File: src/rtl/square_pkg.sv
// Shared types and widths for the round-robin squarer arbiter.
package square_pkg;

  typedef enum logic {
    IDLE = 1'b0,
    FULL = 1'b1
  } state_t;

  localparam int SQ_IN_W  = 3;
  localparam int SQ_OUT_W = 6;

endpackage

File: src/rtl/sq3_core.sv
// Purely combinational 3-bit to 6-bit unsigned squarer.
module sq3_core
  import square_pkg::*;
(
  input  logic [SQ_IN_W-1:0]  a,
  output logic [SQ_OUT_W-1:0] sq
);

  logic [SQ_OUT_W-1:0] a_ext;

  assign a_ext = {{(SQ_OUT_W-SQ_IN_W){1'b0}}, a};
  assign sq    = a_ext * a_ext;

endmodule

File: src/rtl/square_arbiter.sv
// Round-robin sharing of one 3-bit squarer among N_REQ requesters, with a
// registered, back-pressurable result port tagged by requester index.
module square_arbiter
  import square_pkg::*;
#(
  parameter  int N_REQ = 4,
  localparam int IDW   = $clog2(N_REQ)
) (
  input  logic                     clk,
  input  logic                     rst,
  input  logic [N_REQ-1:0]         req_valid,
  input  logic [SQ_IN_W*N_REQ-1:0] req_data,
  output logic [N_REQ-1:0]         req_ready,
  output logic                     res_valid,
  output logic [SQ_OUT_W-1:0]      res_data,
  output logic [IDW-1:0]           res_id,
  input  logic                     res_ready,
  output logic [7:0]               done_cnt
);

  state_t              state_q, state_d;
  logic [IDW-1:0]      ptr_q, ptr_d;
  logic                res_valid_q, res_valid_d;
  logic [SQ_OUT_W-1:0] res_data_q, res_data_d;
  logic [IDW-1:0]      res_id_q, res_id_d;
  logic [7:0]          done_cnt_q, done_cnt_d;

  logic [N_REQ-1:0]    rot_valid;
  logic [IDW-1:0]      win_off;
  logic [IDW-1:0]      win_id;
  logic                any_valid;
  logic                grant_en;
  logic                accept;
  logic [SQ_IN_W-1:0]  win_data;
  logic [SQ_OUT_W-1:0] win_sq;

  // Rotate so the pointer sits at bit 0, take the lowest set bit, rotate back.
  always_comb begin
    int s;
    s         = 0;
    rot_valid = '0;
    win_off   = '0;
    any_valid = 1'b0;
    for (int k = 0; k < N_REQ; k++) begin
      s = int'(ptr_q) + k;
      if (s >= N_REQ) s = s - N_REQ;
      rot_valid[k] = req_valid[s[IDW-1:0]];
    end
    for (int k = N_REQ - 1; k >= 0; k--) begin
      if (rot_valid[k]) begin
        any_valid = 1'b1;
        win_off   = k[IDW-1:0];
      end
    end
    s = int'(win_off) + int'(ptr_q);
    if (s >= N_REQ) s = s - N_REQ;
    win_id = s[IDW-1:0];
  end

  assign grant_en  = (state_q == IDLE) | res_ready;
  assign req_ready = (any_valid & grant_en & ~rst) ? (N_REQ'(1) << win_id) : '0;
  assign accept    = |(req_valid & req_ready);
  assign win_data  = req_data[SQ_IN_W*int'(win_id) +: SQ_IN_W];

  sq3_core u_sq3_core (
    .a  (win_data),
    .sq (win_sq)
  );

  always_comb begin
    state_d     = state_q;
    ptr_d       = ptr_q;
    res_valid_d = res_valid_q;
    res_data_d  = res_data_q;
    res_id_d    = res_id_q;
    done_cnt_d  = done_cnt_q;
    if (accept) begin
      state_d     = FULL;
      res_valid_d = 1'b1;
      res_data_d  = win_sq;
      res_id_d    = win_id;
      ptr_d       = (int'(win_id) == N_REQ - 1) ? '0 : win_id + 1'b1;
    end else if (state_q == FULL && res_ready) begin
      state_d     = IDLE;
      res_valid_d = 1'b0;
    end
    if (res_valid_q && res_ready) begin
      done_cnt_d = done_cnt_q + 8'd1;
    end
  end

  always_ff @(posedge clk or posedge rst) begin
    if (rst) begin
      state_q     <= IDLE;
      ptr_q       <= '0;
      res_valid_q <= 1'b0;
      res_data_q  <= '0;
      res_id_q    <= '0;
      done_cnt_q  <= '0;
    end else begin
      state_q     <= state_d;
      ptr_q       <= ptr_d;
      res_valid_q <= res_valid_d;
      res_data_q  <= res_data_d;
      res_id_q    <= res_id_d;
      done_cnt_q  <= done_cnt_d;
    end
  end

  assign res_valid = res_valid_q;
  assign res_data  = res_data_q;
  assign res_id    = res_id_q;
  assign done_cnt  = done_cnt_q;

endmodule
File: config.mk
export PLATFORM = sky130hd
export DESIGN_NAME = square_arbiter
export DESIGN_NICKNAME = d
export VERILOG_FILES = /design/src/rtl/square_pkg.sv /design/src/rtl/sq3_core.sv /design/src/rtl/square_arbiter.sv
export SDC_FILE = /design/constraint.sdc
export NUM_CORES = 1
export LEC_CHECK = 0
export CAP_MARGIN = 15
export CORE_ASPECT_RATIO = 0.5
export CORE_MARGIN = 3
export CORE_UTILIZATION = 35
export CTS_CLUSTER_SIZE = 10
export DETAILED_ROUTE_END_ITERATION = 16
export PLACE_DENSITY = 0.63
export SLEW_MARGIN = 15
export SYNTH_ARGS = -nofsm -noshare
export SYNTH_HDL_FRONTEND = slang
export SYNTH_SLANG_ARGS = --single-unit
File: constraint.sdc
create_clock -name clk -period 5.9 [get_ports clk]
set_input_delay 1.18 -clock clk [delete_from_list [all_inputs] [get_ports clk]]
set_output_delay 1.18 -clock clk [all_outputs]
set_load 0.005 [all_outputs]
== Yosys cells after proc, flatten, opt, wreduce, memory -nomap -nowiden ==
Cells that the tools add are included.

* Bits in registers: 19
* Output and inout bits: 21
* Bits of input ports: 19
* Word-level logic and storage cells: 64

* Order comparisons: 9
* Bitwise gates (word level): 6
* $add $sub $neg: 11
* Multipliers: 2
* Reduce and logical (&&, ||, !) cells: 3
* Shifts and indexed selects: 2
* Equal/unequal tests: 1
* Mux-type cells: 25

{| class="wikitable"
|+ Operators by type and width
! kind !! number
|-
| $mux 2 || 10
|-
| $ge 3x3->1 const B || 4
|-
| $lt 2x3->1 const B || 4
|-
| $shiftx 12x5->3 || 1
|-
| $mux 1 || 10
|-
| $sub 2x1->2 const B || 5
|-
| $add 8x1->8 const B || 1
|-
| $bmux 1 s2 || 4
|-
| $add 2x2->3 const B || 2
|-
| $mul 3x3->6 || 1
|-
| $and 4x4->4 || 1
|-
| $mul 2x2->4 const A || 1
|-
| $mux 4 || 1
|-
| $reduce_or 4->1 || 1
|-
| $shl 1x2->4 const A || 1
|-
| $add 2x1->3 const B || 1
|-
| $add 2x2->3 || 1
|-
| $ge 2x3->1 const B || 1
|-
| $add 2x1->2 const B || 1
|-
| $and 1x1->1 || 2
|-
| $eq 2x1->1 const B || 1
|-
| $not 1->1 || 2
|-
| $reduce_bool 2->1 || 1
|-
| $logic_and 1x1->1 || 1
|-
| $or 1x1->1 || 1
|}

== Logic depth before layout (Yosys ltp) ==
Gate-level depths: netlist of the first run.

* Word-level depth: 17
* Gate-level depth with buffers: 17
* Mapped depth without buffers: 16

== Cells and area by module ==
A second synthesis of the first run with hierarchy kept.

* Cells, all modules: 119
* Area, all modules: 1257.5 sq um

{| class="wikitable"
|+ By module, submodules not included
! module !! area an instance (sq um) !! cells an instance !! instances !! sequential area each (sq um)
|-
| square_arbiter || 1178.6 || 109 || 1 || 475.5
|-
| sq3_core || 78.8 || 10 || 1 || 0.0
|}

== Least setup slack after synthesis of the first run ==
Ideal clock, no wire load.

* Path kind: input to output
* From: in req_valid[0]
* To: out req_ready[1]
* Setup slack: 1.691 ns
* Stages on the path: 9
* Arrival: 3.029 ns
* Data required time: 4.720 ns
* Buffers on the path: 1
* Cells stage by stage: buf_6 > or4_1 > nand3_1 > ha_1 > xnor2_1 > xnor2_4 > inv_1 > ha_1 > and2_1

* Cells in the longest elaborated chain, start to end: 11
* Elaborated cells on any way between the ends: 24
* Classes of those cells: add/sub (2); order compare (1); shift (1); mux (18); bitwise (2)

{| class="wikitable"
|+ Ends and longest elaborated chain
! item !! RTL line !! RTL
|-
| start, declared || square_arbiter.sv:11 || <nowiki>input logic [N_REQ-1:0] req_valid,</nowiki>
|-
| $bmux 1 s2 || square_arbiter.sv:47 || <nowiki>rot_valid[k] = req_valid[s[IDW-1:0]];</nowiki>
|-
| $mux 1 (implied by the code) || square_arbiter.sv:47 ||
|-
| $mux 2 (3 in a row) || square_arbiter.sv:50 || <nowiki>if (rot_valid[k]) begin</nowiki>
|-
| $mux 2 * || square_arbiter.sv:50 ||
|-
| $add 2x2->3 * || square_arbiter.sv:55 || <nowiki>s = int'(win_off) + int'(ptr_q);</nowiki>
|-
| $ge 3x3->1 or $sub 2x1->2 (tied branches) || square_arbiter.sv:56 || <nowiki>if (s >= N_REQ) s = s - N_REQ;</nowiki>
|-
| $mux 2 * || square_arbiter.sv:56 ||
|-
| net win_id[1] || square_arbiter.sv:30 || <nowiki>logic [IDW-1:0] win_id;</nowiki>
|-
| $shl 1x2->4 * || square_arbiter.sv:61 || <nowiki>assign req_ready = (any_valid & grant_en & ~rst) ? (N_REQ'(1) << win_id) : '0;</nowiki>
|-
| $mux 4 * || square_arbiter.sv:61 ||
|-
| end, declared || square_arbiter.sv:13 || <nowiki>output logic [N_REQ-1:0] req_ready,</nowiki>
|}

Mark *: on every way through the listed nets, which the timed path passes. The rest lies on a longest branch. The select of a mux whose other input is x is not followed.

== Worst setup path in the final report of the first run ==
Same ends and word-level chain as after synthesis.

==> flow_summary.json, run 1 <==
{
  "outcome": "complete, no violations",
  "drt_first_pass_iters": 4,
  "grt_pass1_vias": 1115,
  "grt_usage_pct": 14.0,
  "portBuffers": 38,
  "synthTopCellsByArea": "dfrtp_1 34%, ha_1 6.5%, nand2_1 5.6%",
  "fillers": 338,
  "powerDensity_mw_per_mm2": 515,
  "drc": 0,
  "worstMarginPinSlew_ns": 0.506,
  "setup_viol": 0,
  "num_rows": 15,
  "critical_path_arrival_ns": 4.14,
  "crit_path_max_fanout": 11,
  "multi_input_area_um2": 821,
  "cts_resized": 0,
  "numClockSinks": 18,
  "netlist_area_mm2": 0.00134,
  "synth.most_common_cell": "nand2_1",
  "finalMaxSlewViolations": 0,
  "synth_cells": 144,
  "path_clk_slew_ns": 0.07,
  "core-area_mm2": 0.00355,
  "max_slew_margin_pct": 66.2,
  "seq_area_um2": 450,
  "synth-edff-count": 0,
  "cp-end-kind": "output port",
  "slowest_delay_ns": 0.58,
  "hold_buffers": 0,
  "num_vias": 1173,
  "grt_max_degree": 21,
  "max_freq_mhz": 188,
  "synth_top_area_share_pct": 33.6,
  "crit_path_top_delay_cell": "clkdlybuf4s50_1",
  "tritoncts": "built",
  "grt_pass1_wl_um": 5220,
  "cts_buffers": 3,
  "area_growth_pct": 36.2,
  "nNetsFinal": 210,
  "hp-class": "flip-flop to flip-flop",
  "io_pins": 40,
  "netlist_top_cells_count": "20 x nand2_1, 18 x dfrtp_1, 9 x nor2_1",
  "worstPathRequired_ns": 4.72,
  "ys.flop_type": "dfrtp_1",
  "die_x_um": 93.5,
  "drt_iter0_drc": 75,
  "synth_top_area_cell": "dfrtp_1",
  "die_h_um": 49.8,
  "clk_latency_ns": 0.26,
  "cts-root-buf": "clkbuf_8",
  "final_layout_size_suffix_gt1_share_pct": 9.29,
  "diodes": 0,
  "ys_seq_elements": 18,
  "period_share_pct": 90.1,
  "synth_cell_types": 45,
  "fin_worst_skew_ns": 0.00349,
  "gr-total-overflow": 0,
  "rsz0062_at_grt": "no",
  "die-area_mm2": 0.00466,
  "synth_nets": 170,
  "path_class": "input pin to output port",
  "routed_wl_um": 2980,
  "hold_viol": 0,
  "fin_util_pct": 51.5,
  "cp-start-kind": "input pin",
  "cts_max_path_buffers": 2,
  "async_reset_ff_share_pct": 100,
  "path_buf_inv": 4,
  "min_period_ns": 5.32,
  "htree_levels": 1,
  "placed_area_mm2": 0.00177,
  "crit_chain": "clkdlybuf4s50_1, or4_1, nand3_1, ha_1, xnor2_1, buf_4, xnor2_4, inv_1, ha_1, and2_1, clkdlybuf4s50_1",
  "ant_nets": 0,
  "max-cap-violations": 0,
  "design_area_mm2": 0.00183,
  "p_leak_nw": 0.780,
  "ys_warn_count": 0,
  "ir_worst_vdd_mv": 0.212,
  "cts_setup_buffers": 0,
  "setup_tns_ns": 0,
  "place.gp.congestion": 0.775,
  "antenna_found_initial": 0,
  "wl_per_cell_um": 12.7,
  "seq_area_frac_synth_pct": 33.6,
  "syn_area_per_cell_um2": 9.31,
  "detail_route.vias_per_cell": 5.01,
  "initial_core_util_pct": 37.8,
  "dp_hpwl_um": 2340,
  "crit_family": "buffers and inverters"
}
[logic make-up after synthesis]
| group | count (synthesis) | share of synthesized area (%) |
|---|---|---|
| AOI/OAI and AO/OA | 25 | 16.8 |
| xor gates and xnor gates | 10 | 7.93 |
| adders and majority gates | 7 | 6.53 |
| buffers and inverters | 14 | 5.22 |
| DFF | 18 | 33.6 |
| muxes | 9 | 7.46 |
| other | 1 | 0.280 |
| and+or+nand+nor | 60 | 22.2 |
[metal layers]
metal	vias up	track usage, %	wire (um)
met3	5	3.35	118
li1	595	-	-
met4	0	2.88	21
met1	552	18.7	1420
met5	-	0	0
met2	21	23.1	1420
[metrics by stage]
| stage | instances | hold WS (ns) | worst slack [ns] | total power, W |
|---|---|---|---|---|
| 3_5_place_dp | 230 | 0.471 | 0.596 | 0.000843 |
| 5_1_grt | 234 | 0.525 | 0.342 | 0.00102 |
| 4_1_cts | 234 | 0.487 | 0.574 | 0.000949 |
| 2_1_floorplan | 144 | 0.468 | 1.69 | 0.000629 |
| 6_report | 234 | 0.480 | 0.582 | 0.000940 |
| 3_3_place_gp | 230 | 0.463 | 0.628 | 0.000832 |
[power breakdown]
group / switching (W) / internal (W) / leakage [nW]
clock network: 0.0000432 / 0.0000594 / 0.0288
logic: 0.000307 / 0.000309 / 0.519
registers: 0.0000500 / 0.000171 / 0.232
total: 0.000400 / 0.000540 / 0.780
[area by class of cell]
cell class	instances	area share [%]
Clock buffer	4	3.01
Inverter	7	1.44
Multi-Input combinational cell	112	44.9
Sequential cell	18	24.7
Tap cell	51	3.49
Timing Repair Buffer	42	22.5
[sequential cells by signal, summed over array words and instances (netlist names)]
| register | count |
|---|---|
| ptr_q | 2 |
| res_data | 5 |
| res_valid | 1 |
| done_cnt | 8 |
| res_id | 2 |
[cell usage in the layout (no fill, tap or decap), types with 2 or more instances in the layout]
cell type	netlist	final
nor2_1	9	9
nand2_1	20	20
a221o_1	2	2
clkbuf_8	0	4
or4_1	2	2
dfrtp_1	18	18
nand4_1	3	3
o21ai_0	5	5
buf_4	2	4
ha_1	7	7
o22ai_1	2	2
clkdlybuf4s50_1	0	38
inv_1	7	7
xor2_1	4	4
a311oi_1	2	2
nor3_1	2	2
mux2i_1	4	4
mux2_2	4	4
a22o_1	2	2
nand3_1	8	8
xnor2_1	5	5
and2_1	5	5
and3_1	2	2
nand2b_1	4	4
[final timing paths]
path	start	end	slack, ns	cells after the start
min reg2reg	done_cnt[7]	done_cnt[7]	0.48	1
min	done_cnt[7]	done_cnt[7]	0.48	1
max reg2reg	ptr_q[0]	res_data[4]	2.38	14
min in group asynchronous	rst	done_cnt[7]	1.24	3
max	req_valid[0]	req_ready[1]	0.58	11
max in group asynchronous	rst	done_cnt[3]	4.45	3
No activity file was read; power rests on OpenSTA's default activity.
==> run 2, diff against run 1 <==
--- a/config.mk
+++ b/config.mk
@@ -5,6 +5,7 @@
 export SDC_FILE = /design/constraint.sdc
 export NUM_CORES = 1
 export LEC_CHECK = 0
+export ABC_AREA = 1
 export CAP_MARGIN = 15
 export CORE_ASPECT_RATIO = 0.5
 export CORE_MARGIN = 3
==> flow_summary.json, run 2 <==
{
  "outcome": "complete, no violations",
  "async_reset_ff_share_pct": 100,
  "cts_resized": 0,
  "synth_nets": 218,
  "path_class": "input pin to output port",
  "largest_reg_flops": 8,
  "diodes": 0,
  "dp_hpwl_um": 2540,
  "die_x_um": 95.6,
  "grt_pass1_vias": 1166,
  "r2r_end": "res_id[1]",
  "final_common_cell": "nand2_1",
  "grt_pass1_wl_um": 5140,
  "critical_path_arrival_ns": 3.84,
  "path_clk_slew_ns": 0.06,
  "ys.flop_type": "dfrtp_1",
  "crit_path_top_delay_cell": "clkdlybuf4s50_1",
  "die-area_mm2": 0.00485,
  "crit_path_max_fanout": 6,
  "cts_max_path_buffers": 2,
  "design_area_mm2": 0.00185,
  "power_frac_clock_pct": 8.4,
  "drc": 0,
  "synth_top_area_share_pct": 32.1,
  "min_from": "done_cnt[7]",
  "wl_per_cell_um": 11.0,
  "drt_first_pass_iters": 4,
  "numClockSinks": 18,
  "num_rows": 15,
  "ys_seq_elements": 18,
  "antenna_found_initial": 0,
  "synth_top_area_cell": "dfrtp_1",
  "intPower_w": 0.000576,
  "path_buf_inv": 6,
  "max_slew_margin_pct": 54.7,
  "cpMostUsedCell": "nand2_1",
  "synth_cells": 192,
  "core-area_mm2": 0.00364,
  "slowest_delay_ns": 0.51,
  "clk_latency_ns": 0.25,
  "worstPathRequired_ns": 4.72,
  "area_growth_pct": 32.1,
  "cp-end-kind": "output port",
  "htree_levels": 1,
  "seq_area_frac_synth_pct": 32.1,
  "portBuffers": 38,
  "power_w": 0.00117,
  "finalMaxSlewViolations": 0,
  "hold_path_end": "done_cnt[7]",
  "grt_usage_pct": 13.2,
  "synthTopCellsByArea": "dfrtp_1 32%, nand2_1 19%, nand2_2 6.7%",
  "routed_wl_um": 3070,
  "placed_area_mm2": 0.00180,
  "drt_iter0_drc": 19,
  "worstMarginPinSlew_ns": 0.679,
  "cts_buffers": 3,
  "netlist_top_cells_count": "71 x nand2_1, 18 x dfrtp_1, 18 x inv_1",
  "tritoncts": "built",
  "ys_warn_count": 0,
  "critPathLaunch": "req_valid[2]",
  "hold_buffers": 0,
  "hp-class": "flip-flop to flip-flop",
  "cts-root-buf": "clkbuf_8",
  "gr-total-overflow": 0,
  "pre_cts_ws_ns": 0.887,
  "synth-edff-count": 0,
  "place.gp.congestion": 0.878,
  "netlist_area_mm2": 0.00140,
  "reg2reg_depth": 19,
  "syn_area_per_cell_um2": 7.31,
  "hold_viol": 0,
  "r2r_slack_ns": 2.70,
  "cts_setup_buffers": 0,
  "switching_power_w": 0.000598,
  "swShare_pct": 50.9,
  "num_vias": 1264,
  "min_period_ns": 5.02,
  "worst_slack_ns": 0.884,
  "io_pins": 40,
  "period_share_pct": 85.0,
  "max_freq_mhz": 199,
  "die_h_um": 50.8,
  "ant_nets": 0,
  "grt_max_degree": 19,
  "final_layout_size_suffix_gt1_share_pct": 15.7,
  "max-cap-violations": 0,
  "hold_depth": 1,
  "layout_common_cells": "71 x nand2_1, 38 x clkdlybuf4s50_1, 18 x inv_1, 18 x dfrtp_1, 15 x nand2_2",
  "detail_route.vias_per_cell": 4.51,
  "setup_tns_ns": 0,
  "setup_viol": 0,
  "reg2reg_from": "ptr_q[0]",
  "fin_worst_skew_ns": 0.00609,
  "synth.most_common_cell": "nand2_1",
  "p_seq_share_pct": 20.0,
  "powerDensity_mw_per_mm2": 633,
  "synth_cell_types": 25,
  "nNetsFinal": 256,
  "cp-start-kind": "input pin",
  "crit_chain": "clkdlybuf4s50_1, inv_1, nand2_1, nand2_1, nand2_1, nand2_1, a21oi_1, nor2_1, ha_1, xor2_1, inv_1, nand3_1, nand2_2, inv_2, ha_1, inv_1, nor2_1, clkdlybuf4s50_1",
  "rsz0062_at_grt": "no",
  "p_comb_share_pct": 71.6,
  "ir_worst_vdd_mv": 0.214,
  "p_leak_nw": 0.949,
  "crit_family": "buffers and inverters",
  "initial_core_util_pct": 38.6
}
run 2: worst max path at each step:
| stage | to | slack [ns] | depth (start not counted) |
|---|---|---|---|
| after floorplan | req_ready[2] | 2.00 | 13 |
| after global placement | req_ready[1] | 0.89 | 18 |
| after detailed placement | req_ready[1] | 0.89 | 18 |
| after CTS | req_ready[0] | 0.87 | 18 |
| after global routing | req_ready[0] | 0.60 | 18 |
| final | req_ready[1] | 0.88 | 18 |
run 2: worst reg2reg max path: stages (launching register included):
cell     delay [ns]
dfrtp_1        0.64
inv_2          0.18
nand2_1        0.15
nand2_1        0.06
nand2_1        0.05
nand2_1        0.06
a21oi_1        0.15
nor2_1         0.06
ha_1           0.18
xor2_1         0.15
inv_1          0.07
nand3_1        0.12
nand2_2        0.16
inv_2          0.08
ha_1           0.20
nand4_1        0.12
nand2_1        0.10
nor2_4         0.38
nand2_1        0.14
o21ai_2        0.08
run 2: power groups by stage:
stage / logic (W) / registers, W / clock network [W]
final: 0.000841 / 0.000235 / 0.0000987
after global routing: 0.000954 / 0.000242 / 0.000107
after CTS: 0.000851 / 0.000235 / 0.000101
after detailed placement: 0.000846 / 0.000236 / 0
after global placement: 0.000839 / 0.000236 / 0
after floorplan: 0.000651 / 0.000217 / 0
run 2: routing by layer:
| metal | up-vias | part of all wire (%) | GRT usage [%] |
|---|---|---|---|
| li1 | 668 | - | - |
| met1 | 584 | 50 | 18.6 |
| met2 | 10 | 49 | 21.7 |
| met3 | 2 | 1.0 | 0.898 |
| met4 | 0 | 0.39 | 3.54 |
| met5 | - | 0 | 0 |
run 2: kinds of logic after synthesis:
family	count (synthesis)	synth area share [%]
simple gates	119	40.2
buf+inv	27	9.54
flops	18	32.1
compound gates	9	4.54
xor+xnor	8	4.99
fa+ha+maj	7	6.24
mux	3	2.14
other cells	1	0.267
run 2: final cells by class:
cell class | instances | area, um2
Clock buffer | 4 | 55.1
Fill cell | 357 | 1790
Inverter | 22 | 85.1
Multi-Input combinational cell | 147 | 820
Sequential cell | 18 | 450
Tap cell | 51 | 63.8
Timing Repair Buffer | 38 | 380
run 2: stage by stage:
step | util (%) | hold slack, ns | cells
3_5_place_dp | 49.4 | 0.465 | 276
4_1_cts | 50.9 | 0.478 | 280
6_report | 50.9 | 0.472 | 280
2_1_floorplan | - | 0.468 | 192
5_1_grt | 50.9 | 0.512 | 280
3_3_place_gp | 49.4 | 0.466 | 276
